## src/rtl/conv_ctrl.sv

```systemverilog
`default_nettype none
// ============================================================================
// Module      : conv_ctrl
// Description : Sequencer for the 3x3 convolution datapath. Reads a 3x3
//               weight set and an IMG_W x IMG_H image from a single-port read
//               memory (1-cycle read latency). It loads the weights once per
//               job, then presents each valid 3x3 window to the datapath in
//               raster order and returns one result per window over a
//               valid/ready stream.
//
// Ports       : clk, rst          - clock, synchronous active-high reset
//               start, busy, done - job request / job active / end-of-job pulse
//               mem_rd, mem_addr,
//               mem_rdata         - read port, data valid 1 cycle after mem_rd
//               conv_w_w,
//               conv_if_w         - datapath weight / input write strobes
//               conv_w_data,
//               conv_if_data      - 9 weight / 9 input lanes, tap k at [k*DW +: DW]
//               conv_out          - signed datapath sum (2*DW+1 bits)
//               res_valid,
//               res_ready,
//               res_data,
//               res_x, res_y      - result stream with window origin
//
// Config      : CONV_CTRL_RELU_EN - when defined, negative sums are clamped
//                                   to zero before they reach res_data.
// Revision    : 1.0 - initial release
// ============================================================================
module conv_ctrl #(
    parameter int DW    = 8,
    parameter int AW    = 12,
    parameter int IMG_W = 8,
    parameter int IMG_H = 8,
    parameter int WBASE = 0,
    parameter int IBASE = 16
) (
    input  logic              clk,
    input  logic              rst,
    input  logic              start,
    output logic              busy,
    output logic              done,
    output logic              mem_rd,
    output logic [AW-1:0]     mem_addr,
    input  logic [DW-1:0]     mem_rdata,
    output logic              conv_w_w,
    output logic              conv_if_w,
    output logic [9*DW-1:0]   conv_w_data,
    output logic [9*DW-1:0]   conv_if_data,
    input  logic [2*DW:0]     conv_out,
    output logic              res_valid,
    input  logic              res_ready,
    output logic [2*DW:0]     res_data,
    output logic [7:0]        res_x,
    output logic [7:0]        res_y
);

    typedef enum logic [2:0] {
        S_IDLE     = 3'd0,
        S_LOAD_W   = 3'd1,
        S_W_COMMIT = 3'd2,
        S_FETCH    = 3'd3,
        S_FIRE     = 3'd4,
        S_SAMPLE   = 3'd5,
        S_EMIT     = 3'd6,
        S_DONE     = 3'd7
    } state_t;

    localparam logic [7:0] C_X_LAST   = 8'(IMG_W - 3);
    localparam logic [7:0] C_Y_LAST   = 8'(IMG_H - 3);
    // A 9-tap burst: reads issued while cnt is 0..8, data captured while cnt is 1..9.
    localparam logic [3:0] C_LAST_RD  = 4'd8;
    localparam logic [3:0] C_LAST_CAP = 4'd9;

    state_t             r_state;
    logic [3:0]         r_cnt;
    logic [7:0]         r_x;
    logic [7:0]         r_y;
    logic               r_busy;
    logic               r_done;
    logic               r_mem_rd;
    logic [AW-1:0]      r_mem_addr;
    logic               r_conv_w_w;
    logic               r_conv_if_w;
    logic [9*DW-1:0]    r_w_stage;
    logic [9*DW-1:0]    r_if_stage;
    logic               r_res_valid;
    logic [2*DW:0]      r_res_data;
    logic [7:0]         r_res_x;
    logic [7:0]         r_res_y;

    logic               w_x_wrap;
    logic               w_last_win;
    logic [7:0]         w_nx;
    logic [7:0]         w_ny;
    logic [3:0]         w_cnt_nxt;
    logic [2*DW:0]      w_sample;

    // Address of tap k of the window whose top-left pixel is (px, py).
    function automatic logic [AW-1:0] f_pix_addr(input logic [7:0] px,
                                                 input logic [7:0] py,
                                                 input logic [3:0] tap);
        int row;
        int col;
        row = (tap >= 4'd6) ? 2 : ((tap >= 4'd3) ? 1 : 0);
        col = int'(tap) - 3 * row;
        return AW'(IBASE + (int'(py) + row) * IMG_W + int'(px) + col);
    endfunction

    function automatic logic [AW-1:0] f_w_addr(input logic [3:0] tap);
        return AW'(WBASE + int'(tap));
    endfunction

    always_comb begin
        w_x_wrap   = (r_x == C_X_LAST);
        w_last_win = w_x_wrap && (r_y == C_Y_LAST);
        w_nx       = w_x_wrap ? 8'd0 : r_x + 8'd1;
        w_ny       = w_x_wrap ? r_y + 8'd1 : r_y;
        w_cnt_nxt  = r_cnt + 4'd1;
`ifdef CONV_CTRL_RELU_EN
        w_sample   = conv_out[2*DW] ? '0 : conv_out;
`else
        w_sample   = conv_out;
`endif
    end

    always_ff @(posedge clk) begin
        if (rst) begin
            r_state     <= S_IDLE;
            r_cnt       <= '0;
            r_x         <= '0;
            r_y         <= '0;
            r_busy      <= 1'b0;
            r_done      <= 1'b0;
            r_mem_rd    <= 1'b0;
            r_mem_addr  <= '0;
            r_conv_w_w  <= 1'b0;
            r_conv_if_w <= 1'b0;
            r_w_stage   <= '0;
            r_if_stage  <= '0;
            r_res_valid <= 1'b0;
            r_res_data  <= '0;
            r_res_x     <= '0;
            r_res_y     <= '0;
        end else begin
            case (r_state)
                S_IDLE: begin
                    if (start) begin
                        r_state    <= S_LOAD_W;
                        r_busy     <= 1'b1;
                        r_x        <= '0;
                        r_y        <= '0;
                        r_cnt      <= '0;
                        r_mem_rd   <= 1'b1;
                        r_mem_addr <= f_w_addr(4'd0);
                    end
                end

                S_LOAD_W, S_FETCH: begin
                    // Staging banks are shift registers: after nine captures
                    // tap 0 has reached lane 0 and tap 8 sits in lane 8.
                    if (r_cnt != 4'd0) begin
                        if (r_state == S_LOAD_W) begin
                            r_w_stage <= {mem_rdata, r_w_stage[9*DW-1:DW]};
                        end else begin
                            r_if_stage <= {mem_rdata, r_if_stage[9*DW-1:DW]};
                        end
                    end
                    if (r_cnt < C_LAST_RD) begin
                        r_mem_rd   <= 1'b1;
                        r_mem_addr <= (r_state == S_LOAD_W) ? f_w_addr(w_cnt_nxt)
                                                            : f_pix_addr(r_x, r_y, w_cnt_nxt);
                    end else begin
                        r_mem_rd <= 1'b0;
                    end
                    if (r_cnt == C_LAST_CAP) begin
                        r_cnt <= '0;
                        if (r_state == S_LOAD_W) begin
                            r_state    <= S_W_COMMIT;
                            r_conv_w_w <= 1'b1;
                        end else begin
                            r_state     <= S_FIRE;
                            r_conv_if_w <= 1'b1;
                        end
                    end else begin
                        r_cnt <= w_cnt_nxt;
                    end
                end

                S_W_COMMIT: begin
                    r_conv_w_w <= 1'b0;
                    r_state    <= S_FETCH;
                    r_cnt      <= '0;
                    r_mem_rd   <= 1'b1;
                    r_mem_addr <= f_pix_addr(r_x, r_y, 4'd0);
                end

                S_FIRE: begin
                    r_conv_if_w <= 1'b0;
                    r_state     <= S_SAMPLE;
                end

                S_SAMPLE: begin
                    // The datapath registered its inputs on the FIRE edge, so
                    // conv_out reflects the current window in this cycle.
                    r_res_data  <= w_sample;
                    r_res_x     <= r_x;
                    r_res_y     <= r_y;
                    r_res_valid <= 1'b1;
                    r_state     <= S_EMIT;
                end

                S_EMIT: begin
                    if (res_ready) begin
                        r_res_valid <= 1'b0;
                        if (w_last_win) begin
                            r_state <= S_DONE;
                            r_done  <= 1'b1;
                        end else begin
                            r_x        <= w_nx;
                            r_y        <= w_ny;
                            r_state    <= S_FETCH;
                            r_cnt      <= '0;
                            r_mem_rd   <= 1'b1;
                            r_mem_addr <= f_pix_addr(w_nx, w_ny, 4'd0);
                        end
                    end
                end

                S_DONE: begin
                    // start is deliberately not sampled here.
                    r_done  <= 1'b0;
                    r_busy  <= 1'b0;
                    r_state <= S_IDLE;
                end

                default: begin
                    r_state <= S_IDLE;
                end
            endcase
        end
    end

    assign busy         = r_busy;
    assign done         = r_done;
    assign mem_rd       = r_mem_rd;
    assign mem_addr     = r_mem_addr;
    assign conv_w_w     = r_conv_w_w;
    assign conv_if_w    = r_conv_if_w;
    assign conv_w_data  = r_w_stage;
    assign conv_if_data = r_if_stage;
    assign res_valid    = r_res_valid;
    assign res_data     = r_res_data;
    assign res_x        = r_res_x;
    assign res_y        = r_res_y;

endmodule
`default_nettype wire

```

## config.mk

```make
export PLATFORM = sky130hd
export DESIGN_NAME = conv_ctrl
export DESIGN_NICKNAME = d
export VERILOG_FILES = /design/src/rtl/conv_ctrl.sv
export SDC_FILE = /design/constraint.sdc
export NUM_CORES = 1
export LEC_CHECK = 0
export CAP_MARGIN = 15
export CORE_MARGIN = 4
export CORE_UTILIZATION = 54
export DETAILED_ROUTE_END_ITERATION = 8
export DONT_BUFFER_PORTS = 1
export MAX_ROUTING_LAYER = met4
export PLACE_DENSITY = 0.8
export SLEW_MARGIN = 20
export SYNTH_ARGS = -nofsm -noshare
export SYNTH_HDL_FRONTEND = slang
export SYNTH_SLANG_ARGS = --single-unit
```

## constraint.sdc

```tcl
create_clock -name clk -period 4.8 [get_ports clk]
set_clock_uncertainty 0.05 [all_clocks]
set_input_delay 0.96 -clock clk [delete_from_list [all_inputs] [get_ports clk]]
set_output_delay 0.96 -clock clk [all_outputs]
set_load 0.03 [all_outputs]
```

# After elaboration in Yosys (flattened, before gate mapping)
# Cells that the tools add are included.
[word_totals]
in_bits = 29
rom_bits = 0
ramBits = 0
latch_bits = 0
mem_count = 0
ff_bits = 218
[op_classes]
bitwise = 1
eq_ne = 18
addsub = 12
reduce_logical = 22
multipliers = 1
mux = 45
magnitude_cmp = 3
n_div = 0
n_shift = 0
[ops]
columns = ["operator", "n"]
rows = [
  ["12-bit 2-to-1 mux", 5],
  ["8-bit 2-to-1 mux", 7],
  ["12-bit case mux with 4 select lines", 1],
  ["12-bit by 8-bit adder with 12-bit output", 3],
  ["8-bit case mux with 2 select lines", 2],
  ["5-bit by 11-bit adder with 12-bit output (first input constant)", 2],
  ["3-bit case mux with 7 select lines", 1],
  ["3-bit AND reduction", 6],
  ["8-bit by 1-bit adder with 8-bit output (second input constant)", 2],
  ["8-bit by 3-bit equality test with 1-bit output (second input constant)", 2],
  ["4-bit 2-to-1 mux", 4],
  ["2-bit inequality test (second input constant)", 8],
  ["4-bit case mux with 4 select lines", 1],
  ["3-bit 2-to-1 mux", 5],
  ["12-bit by 5-bit adder with 12-bit output", 1],
  ["5-bit by 12-bit adder with 12-bit output (first input constant)", 1],
  ["3-bit equality test (second input constant)", 4],
  ["1-bit 2-to-1 mux", 12],
  ["2-bit nonzero test", 6],
  ["1-bit case mux with 2 select lines", 5],
  ["8-bit by 2-bit adder with 9-bit output", 1],
  ["4-bit AND reduction", 2],
  ["4-bit nonzero test", 2],
  ["3-bit by 2-bit equality test with 1-bit output (second input constant)", 2],
  ["other kinds (16)", 17],
]

# Logic depth before layout (Yosys ltp)
# Gate-level depths: netlist (run 1).
[logic_depth]
word_depth = 11
depth_mapped = 21

# Worst setup path before layout (run 1)
# No wires, ideal clock.
[synth_path]
path_type = "register to register"
startpoint = "register r_cnt[0]"
endpoint = "register r_mem_addr[11] (netlist: mem_addr[11])"
path_stages_with_launch = 21
required_ps = 4623
setup_slack_ps = -160
t_arrival_ps = 4783
period_less_slack_ps = 4960
path_cell_list = "dfxtp_1 -> inv_1 -> ha_1 -> o21ai_0 -> nand2b_1 -> nor2_1 -> ha_1 -> fa_1 -> nand2_1 -> a21oi_1 -> inv_1 -> fa_1 -> inv_1 -> ha_1 -> ha_1 -> a2111oi_0 -> o21ai_0 -> a31oi_1 -> xnor3_1 -> a211oi_1 -> a211oi_2"
[synth_between]
elab_chain_cells = 11
elab_cells_between_ends = 17
[synth_lines]
columns = ["item", "line", "rtl"]
rows = [
  ["start, declared", "75", "logic [3:0] r_cnt;"],
  ["start signal, assigned", "185", "r_cnt <= w_cnt_nxt;"],
  ["4-bit by 1-bit adder with 4-bit output", "118", "w_cnt_nxt = r_cnt + 4'd1;"],
  ["4-bit by 2-bit >= comparator with 1-bit output", "104", "row = (tap >= 4'd6) ? 2 : ((tap >= 4'd3) ? 1 : 0);"],
  ["1-bit 2-to-1 mux", "104", ""],
  ["2-bit 2-to-1 mux", "104", ""],
  ["8-bit by 2-bit adder with 9-bit output", "106", "return AW'(IBASE + (int'(py) + row) * IMG_W + int'(px) + col);"],
  ["5-bit by 12-bit adder with 12-bit output", "106", ""],
  ["12-bit by 8-bit adder with 12-bit output", "106", ""],
  ["12-bit by 5-bit adder with 12-bit output", "106", ""],
  ["12-bit 2-to-1 mux", "170", "r_mem_addr <= (r_state == S_LOAD_W) ? f_w_addr(w_cnt_nxt)"],
  ["12-bit 2-to-1 mux", "168", "if (r_cnt < C_LAST_RD) begin"],
  ["12-bit case mux with 4 select lines", "145", "case (r_state)"],
  ["end signal, assigned", "154", "r_mem_addr <= f_w_addr(4'd0);"],
  ["end signal, assigned", "170", ""],
  ["end signal, assigned", "194", "r_mem_addr <= f_pix_addr(r_x, r_y, 4'd0);"],
  ["end, declared", "81", "logic [AW-1:0] r_mem_addr;"],
]
# Several ways; a longest one is shown, not always the timed one. The select of a mux whose other input is x is not followed.
# A chain may end at the register's enable or synchronous reset.

# Worst setup path after layout (run 1)
# Ends and elaborated chain as after synthesis.

==> metrics.csv, run 1 <==
metric;value;unit
hold_slack;0.455;ns
slowest_stage;fa_1;
slew_violations;0;
h-tree-depth;1;
setup_viol;0;
whs_path_depth;2;
status;finished, final reports clean;
powerDensity;375;nW/um^2
ant_nets;0;
start_util;55.4;%
use_met1;28.2;%
die_area;20800;um^2
r2r_end;mem_addr[11];
cp-end-kind;flop;
io_pins;224;
synthesis.nets;1357;
synthFlopType;dfxtp_1;
critical_path_peak_fanout;6;
holdBufCountCts;0;
crit_path_start;r_cnt[0];
die_width;144;um
endpoint;mem_addr[11];
arrival;4.91;ns
wire_per_inst;17.1;um
cts_tree;yes;
dp_slack;-0.226;ns
postCtsSetupRepairBufs;0;
crit_top_cell;ha_1;
num_vias;8337;
numCtsBuffers;23;
routed_wl;25.0;mm
dp_hpwl;17.1;mm
power;4.09;mW
fmax;0.216;GHz
hold_viol_final;0;
path_clk_slew;0.06;ns
cts_buffer_depth;3;
antenna_found_initial;0;
n_antenna_cell;0;
r2r-start;r_cnt[0];
cp_slowest_stage_delay;0.44;ns
use_met2;37.0;%
synthDistinctLibCells;54;
syn_inst;1258;
cp.required;5.09;ns
min_path_type;reg2reg;
synth-edff-count;0;
path_class;reg2reg;
drt_pass1_iterations;5;
avgSynthCellArea;7.96;um^2
async_flop_share;0;%
finalCritPeriodShare;96.2;%
hp-start;r_x[4];
worstSkewPairLatency;0.50;ns
track_usage;23.4;%
netlist_area;10000;um^2
drt_iter0_drc;666;
slew_headroom;31.9;%
gp_congestion;0.942;
grt_pass1_wl;39.1;mm
first_global_vias;7824;
cp-start-kind;flop;
syn_to_final_growth;9.02;%
met3_usage;7.97;%
overflow;0;
crit_chain;ha_4 -> xor2_2 -> buf_4 -> nor2_1 -> nor2_2 -> buf_4 -> ha_1 -> fa_2 -> nand3_1 -> xor2_1 -> fa_1 -> inv_1 -> ha_1 -> ha_1 -> a2111oi_4 -> o21ai_1 -> a31oi_1 -> xnor3_1 -> a211oi_2 -> a211oi_2;
setup_ws;0.181;ns
fp.dieH;144;um
drc;0;
grt_max_degree;219;
cap_violations;0;
cts_root_buf;clkbuf_16;
r2r_setup_slack;0.18;ns
power_leakage;4.02;nW
clkSinkCount;218;
drive_above_1_share;7.71;%
min_period;4.62;ns
ys_seq_area_share;43.6;%
via_per_inst;5.71;
yosysWarnings;0;
worst_pin_slew;1.02;ns
rows;49;
port_buffers;0;
core_area;18100;um^2
ys_ff_latch;218;
grt_busiest_layer;met2;
peakVddDrop;0.335;mV
nNetsFinal;1316;
r2r_cells;20;
[cell usage after synthesis, types with 2 or more instances]
cell,n,area [um^2]
o21a_1,4,30.0
fa_1,10,200
nor4_2,2,25.0
a211oi_1,12,90.1
or3_1,8,50.1
and3_1,2,12.5
or2_2,3,18.8
a21oi_1,213,1070
nand2b_1,5,31.3
nand4_1,4,25.0
xor2_1,14,123
buf_2,5,25.0
a31oi_1,3,18.8
ha_1,60,751
o22ai_1,2,12.5
xnor2_1,25,219
o21ai_0,26,130
buf_1,2,7.51
a22oi_1,15,113
clkbuf_1,68,255
nand3_1,11,55.1
nand3b_1,4,30.0
dfxtp_1,218,4360
nor2_1,57,214
a311oi_1,6,52.6
o21bai_1,2,15.0
a21o_1,7,52.6
nand2_1,379,1420
buf_4,3,22.5
mux2_2,2,22.5
nor2b_1,4,25.0
o211ai_1,3,22.5
mux2i_1,4,40.0
nor3_1,14,70.1
buf_6,7,78.8
inv_1,36,135
[what timing repair did]
action	CTS	global route
gates resized for setup	6	21
pin swaps	0	4
setup endpoints to repair	1	8
[layer usage]
metal,routed length [um],vias up
met3,2330,47
li1,-,4111
met1,9800,3881
met2,12200,298
met5,0,-
met4,692,0
[through the flow]
stage / instance area (um^2) / TNS [ns] / utilization, % / cells
2_1_floorplan: 10000 / 0 / - / 1258
4_1_cts: 10800 / 0 / 59.9 / 1461
3_5_place_dp: 10100 / -0.226 / 55.7 / 1421
6_report: 10900 / 0 / 60.4 / 1461
5_1_grt: 10900 / -0.0301 / 60.4 / 1461
3_3_place_gp: 10100 / 0 / 55.7 / 1421
[logic make-up after synthesis]
| family | synth area share (%) |
|---|---|
| adders and majority gates | 9.50 |
| xor gates and xnor gates | 3.64 |
| DFF | 43.6 |
| AOI/OAI and AO/OA | 16.7 |
| and+or+nand+nor | 20.7 |
| buffers and inverters | 5.24 |
| muxes | 0.625 |
[worst max-delay path, delay by kind of cell, from the launching register on]
family	cells	cell delay, ns
adders and majority gates	6	1.69
AOI/OAI and AO/OA	5	1.08
xor gates and xnor gates	3	0.60
DFF	1	0.37
buffers and inverters	3	0.35
and+or+nand+nor	3	0.31
[registers in the layout, indices dropped and copies added, names as in the netlist]
register and cells:
conv_if_data 72, res_valid 1, conv_w_w 1, r_cnt 4
conv_if_w 1, r_y 8, res_y 8, mem_addr 12
busy 1, r_x 8, r_state 3, mem_rd 1
conv_w_data 72, res_x 8, res_data 17, done 1
[how the worst min path moves through the flow]
stage,to,slack [ns]
2_1_floorplan,res_x[4],0.41
3_3_place_gp,res_x[4],0.43
3_5_place_dp,res_x[4],0.44
4_1_cts,res_x[4],0.44
5_1_grt,mem_addr[8],0.48
6_report,res_x[4],0.46
[cell usage in the layout (no fill, tap or decap), types with 7 or more instances in the layout]
cell       count
a211oi_1       9
a21o_1         7
a21oi_1      212
a22oi_1       15
buf_4         19
clkbuf_16     23
dfxtp_1      215
fa_1           9
ha_1          56
inv_1         33
nand2_1      378
nand3_1       11
nor2_1        56
nor3_1        11
o21ai_0       24
xnor2_1       24
xor2_1        13
[final cells by class]
class                      instances  area, um^2
fill                            1555        7170
clock buffer                      27         621
inverter                          36         135
clock inverter                    13         113
sequential                       218        4370
multi-input combinational        919        5250
timing repair buffer              19         143
tap                              229         287
[power by group]
part / leakage (nW) / switching, mW / total (mW) / internal [mW]
registers: 1.76 / 0.0937 / 1.94 / 1.85
clock network: 0.358 / 0.723 / 1.71 / 0.985
logic: 1.90 / 0.306 / 0.444 / 0.138
Power figures use the tool's default switching activity.
==> inputs of run 2 (changes only) <==
--- a/config.mk
+++ b/config.mk
@@ -7,11 +7,11 @@
 export LEC_CHECK = 0
 export CAP_MARGIN = 15
 export CORE_MARGIN = 4
-export CORE_UTILIZATION = 54
+export CORE_UTILIZATION = 45
 export DETAILED_ROUTE_END_ITERATION = 8
 export DONT_BUFFER_PORTS = 1
 export MAX_ROUTING_LAYER = met4
-export PLACE_DENSITY = 0.8
+export PLACE_DENSITY = 0.7
 export SLEW_MARGIN = 20
 export SYNTH_ARGS = -nofsm -noshare
 export SYNTH_HDL_FRONTEND = slang
==> run 2 against run 1 <==
  * Maximum frequency grew 2.0%
  * Power rose by 5.0%
  * First-iteration DRC count fell by 22%
  * Combinational power barely moved
  * Die area up 19%
  * Worst setup slack improved by 0.092 ns
  * Largest power group unchanged
==> metrics.csv, run 2 (synthesis results as in run 1) <==
metric;value;unit
antenna_found_initial;0;
dp_hpwl;18.0;mm
track_usage;20.2;%
drive_above_1_share;8.19;%
grt_max_degree;219;
core_area;21800;um^2
min_period;4.53;ns
first_global_vias;7668;
rows;54;
peakVddDrop;0.267;mV
fp.dieH;157;um
die_area;24700;um^2
min_to;res_x[4];
slew_headroom;31.2;%
holdBufCountCts;0;
cts_root_buf;clkbuf_16;
port_buffers;0;
setup_tns;0;ns
cp-start-kind;flop;
worst_pin_slew;1.03;ns
arrival;4.84;ns
rsz0062_at_grt;no;
start_util;45.9;%
cts_buffer_depth;3;
register_area;4370;um^2
whs_path_depth;2;
setup_ws;0.273;ns
cp.required;5.11;ns
slew_violations;0;
min_path_type;reg2reg;
num_vias;8282;
layout.filler_cells;2114;
r2r_end;mem_addr[11];
power_leakage;4.12;nW
via_per_inst;5.43;
numCtsBuffers;24;
n_antenna_cell;0;
final_cell_mix;378 x nand2_1, 216 x dfxtp_1, 211 x a21oi_1;
grt_pass1_wl;40.1;mm
drt_iter0_drc;518;
syn_to_final_growth;11.3;%
worstSkewPairLatency;0.51;ns
finalCritPeriodShare;94.3;%
routed_wl;25.9;mm
cap_violations;0;
h-tree-depth;1;
hp-start;r_x[4];
powerDensity;386;nW/um^2
die_width;157;um
final_common_cell;nand2_1;
path_class;reg2reg;
r2r_cells;19;
critical_path_peak_fanout;7;
dp_slack;-0.213;ns
io_pins;224;
r2r-start;r_cnt[2];
multiInputGateArea;5240;um^2
drc;0;
wire_per_inst;17.0;um
r2r_setup_slack;0.27;ns
gp_congestion;0.905;
hold_viol_final;0;
fmax;0.221;GHz
cts_tree;yes;
clkSinkCount;218;
drt_pass1_iterations;5;
nNetsFinal;1326;
overflow;0;
setup_viol;0;
ant_nets;0;
cp-end-kind;flop;
path_clk_slew;0.06;ns
status;finished, final reports clean;
-- run 2: critical path: stages (launching register included) --
cell      delay (ns)
dfxtp_1         0.46
nand3_1         0.16
xnor2_2         0.20
nand2b_1        0.17
nor2_2          0.06
ha_1            0.20
fa_1            0.41
nand3_1         0.13
xor2_1          0.22
fa_1            0.45
inv_1           0.08
ha_1            0.24
ha_1            0.25
buf_4           0.15
o21a_1          0.17
o21a_1          0.18
a31oi_1         0.18
xnor3_1         0.25
a211oi_2        0.24
a211oi_2        0.09
-- run 2: layer usage --
metal | vias to the layer above | part of all wire (%) | track usage [%]
met5 | - | 0 | -
met1 | 3865 | 40 | 23.9
li1 | 4129 | - | -
met4 | 0 | 1.8 | 4.55
met3 | 40 | 9.6 | 7.53
met2 | 248 | 49 | 32.9
-- run 2: how the worst max path moves through the flow --
stage	cells after the start	to	start
after floorplan	20	mem_addr[11]	r_cnt[0]
after global placement	19	mem_addr[11]	r_cnt[1]
after detailed placement	21	mem_addr[11]	r_cnt[1]
after CTS	21	mem_addr[11]	r_cnt[0]
after global routing	19	mem_addr[11]	r_cnt[2]
final	19	mem_addr[11]	r_cnt[2]
-- run 2: layout make-up --
class,count,share of cell area [%]
multi-input cells,919,47.0
flip-flops and latches,218,39.2
clock buffers,34,6.27
well taps,280,3.14
repair buffers,28,1.89
clock inverters,10,1.30
inverters,36,1.21
-- run 2: repair_timing --
action	CTS	global route
buffers inserted	0	0
pin swaps	0	11
setup endpoints to repair	3	9
cloned	0	0
resized for setup	7	15
-- run 2: report_power, final --
part / internal (mW) / switching, mW / total (mW)
Sequential: 1.85 / 0.0999 / 1.95
Combinational: 0.140 / 0.302 / 0.442
Clock: 1.18 / 0.732 / 1.91
Total: 3.17 / 1.13 / 4.30
-- run 2: stage by stage --
stage | util [%] | power [mW] | hold WS [ns] | std cells | cell area (um^2)
2_1_floorplan | - | 2.31 | 0.408 | 1258 | 10000
3_3_place_gp | 46.7 | 2.41 | 0.424 | 1481 | 10200
3_5_place_dp | 46.8 | 2.42 | 0.425 | 1481 | 10200
4_1_cts | 50.7 | 4.34 | 0.433 | 1525 | 11100
5_1_grt | 51.0 | 4.49 | 0.464 | 1525 | 11100
6_report | 51.0 | 4.30 | 0.440 | 1525 | 11100
==> inputs of run 3 (changes only) <==
--- a/config.mk
+++ b/config.mk
@@ -7,11 +7,11 @@
 export LEC_CHECK = 0
 export CAP_MARGIN = 15
 export CORE_MARGIN = 4
-export CORE_UTILIZATION = 45
+export CORE_UTILIZATION = 26
 export DETAILED_ROUTE_END_ITERATION = 8
 export DONT_BUFFER_PORTS = 1
 export MAX_ROUTING_LAYER = met4
-export PLACE_DENSITY = 0.7
+export PLACE_DENSITY = 0.49
 export SLEW_MARGIN = 20
 export SYNTH_ARGS = -nofsm -noshare
 export SYNTH_HDL_FRONTEND = slang
==> run 3 against run 2 <==
  * Cell area grew 3.2%
  * Power grew 3.9%
  * Flip-flop and latch count is the same
  * Utilization shrank 21 points
  * Global-route usage shrank 6.0 points
  * Hold slack gained 0.0031 ns
  * Combinational power grew 2%
  * Count of clock-buffer cells in the layout grew 5
  * Via count grew 0.63%
  * First-iteration DRC count shrank 0.58%
  * Largest power group is now the clock network
==> metrics.csv, run 3 (synthesis results as in run 1) <==
metric;value;unit
status;finished, final reports clean;
die_area;41700;um^2
syn_to_final_growth;14.8;%
via_per_inst;4.72;
dpl_cell_area;10500;um^2
nNetsFinal;1330;
core_area;37800;um^2
r2r_setup_slack;0.22;ns
arrival;4.99;ns
path_class;reg2reg;
peakVddDrop;0.217;mV
first_global_vias;7862;
cp.required;5.21;ns
clkSinkCount;218;
r2r-start;r_cnt[0];
fmax;0.219;GHz
drive_above_1_share;8.23;%
setup_viol;0;
netSwitchingPower;1.22;mW
powerDensity;389;nW/um^2
p_comb_share;10.0;%
critical_path_peak_fanout;6;
finalCritPeriodShare;95.3;%
stdcell_area;11500;um^2
grt_pass1_wl;46.2;mm
gp_congestion;0.837;
min_period;4.58;ns
cap_violations;0;
die_width;204;um
clkPwrFrac;46.2;%
finalNonFillerCells;1764;
worst_pin_slew;1.06;ns
hp-start;r_x[4];
hold_viol_final;0;
dp_slack;-0.269;ns
h-tree-depth;1;
final_common_cell;nand2_1;
worstSkewPairLatency;0.55;ns
wire_per_inst;17.4;um
io_pins;224;
p_int;3.25;mW
cts_root_buf;clkbuf_16;
setup_ws;0.224;ns
crit_path_start;r_cnt[0];
path_clk_slew;0.06;ns
fp.dieH;204;um
numCtsBuffers;27;
min_path_type;reg2reg;
layout.filler_cells;4134;
drt_pass1_iterations;4;
antenna_found_initial;2;
slew_headroom;28.8;%
routed_wl;30.7;mm
cts_tree;yes;
port_buffers;0;
drt_iter0_drc;515;
ant_nets;0;
num_vias;8334;
r2r_cells;20;
final_cell_mix;379 x nand2_1, 216 x dfxtp_1, 211 x a21oi_1;
overflow;0;
grt_max_degree;219;
start_util;26.5;%
cts_buffer_depth;3;
seqPwrFrac;43.7;%
power;4.47;mW
cp-end-kind;flop;
power_leakage;4.15;nW
dp.cells;1712;
p_sw_share;27.3;%
dp_hpwl;21.3;mm
rows;71;
track_usage;14.1;%
drc;0;
slew_violations;0;
endpoint;mem_addr[10];
r2r_end;mem_addr[10];
cp-start-kind;flop;
[run 3: changes by cell type in the layout (fill, tap and decap cells not counted), moves of 2 or more]
cell / previous run / this run
clkbuf_8: 6 / 4
clkbuf_16: 24 / 27
clkinv_2: 3 / 1
diode_2: 0 / 2
clkbuf_1: 4 / 8
[run 3: how the worst min path moves through the flow]
| stage | to | slack, ns | cells after the start |
|---|---|---|---|
| after floorplan | res_x[4] | 0.41 | 2 |
| after global placement | res_x[4] | 0.45 | 2 |
| after detailed placement | res_x[4] | 0.45 | 2 |
| after CTS | mem_addr[0] | 0.42 | 1 |
| after global routing | mem_rd | 0.43 | 1 |
| final | res_x[4] | 0.44 | 2 |
[run 3: timing repair]
action                     CTS  global route
hold buffers                 0             0
setup endpoints to repair    3             8
cloned                       0             0
pin swaps                    0            10
gates resized for setup      7            14
buffers inserted             0             1
[run 3: per-stage QoR]
| step | hold WS, ns | setup TNS, ns | util, % |
|---|---|---|---|
| 2_1_floorplan | 0.408 | 0 | - |
| 3_3_place_gp | 0.450 | -0.0439 | 27.7 |
| 3_5_place_dp | 0.446 | -0.323 | 27.7 |
| 4_1_cts | 0.416 | 0 | 30.2 |
| 5_1_grt | 0.432 | -0.140 | 30.4 |
| 6_report | 0.444 | 0 | 30.4 |
[run 3: layer usage]
metal	share of wire (%)	wire length, um	global-route usage [%]	up-vias
met5	0	0	-	-
met4	2.7	818	3.83	0
met3	10	3150	6.01	46
met2	45	13700	21.2	241
met1	42	13000	17.6	3899
li1	-	-	-	4148
[run 3: power groups by stage]
stage / Sequential, mW / Combinational [mW] / Clock, mW
2_1_floorplan: 1.96 / 0.348 / 0
3_5_place_dp: 1.99 / 0.442 / 0
4_1_cts: 1.95 / 0.446 / 2.14
3_3_place_gp: 1.99 / 0.439 / 0
6_report: 1.95 / 0.449 / 2.07
5_1_grt: 1.96 / 0.500 / 2.21
[run 3: area by class of cell]
type / instances / area, um^2 / area share (%)
tap: 511 / 639 / 5.56
inverter: 36 / 135 / 1.18
timing repair buffer: 29 / 218 / 1.89
antenna: 2 / 5.00 / 0.0435
multi-input combinational: 919 / 5230 / 45.5
sequential: 218 / 4370 / 38.0
clock inverter: 10 / 144 / 1.25
clock buffer: 39 / 761 / 6.62
[run 3: critical path: stages (launching register included)]
cell and delay (ns):
dfxtp_4 0.38, inv_1 0.06, ha_1 0.31, o21ai_1 0.14, nand2b_1 0.10, nor2_2 0.13
ha_2 0.21, inv_1 0.04, ha_1 0.29, a211oi_2 0.22, xnor2_1 0.17, fa_1 0.45
ha_1 0.32, buf_4 0.14, fa_1 0.48, a21oi_2 0.21, o21ai_0 0.12, a21oi_1 0.23
mux2i_1 0.21, o211ai_1 0.09, o211ai_1 0.12
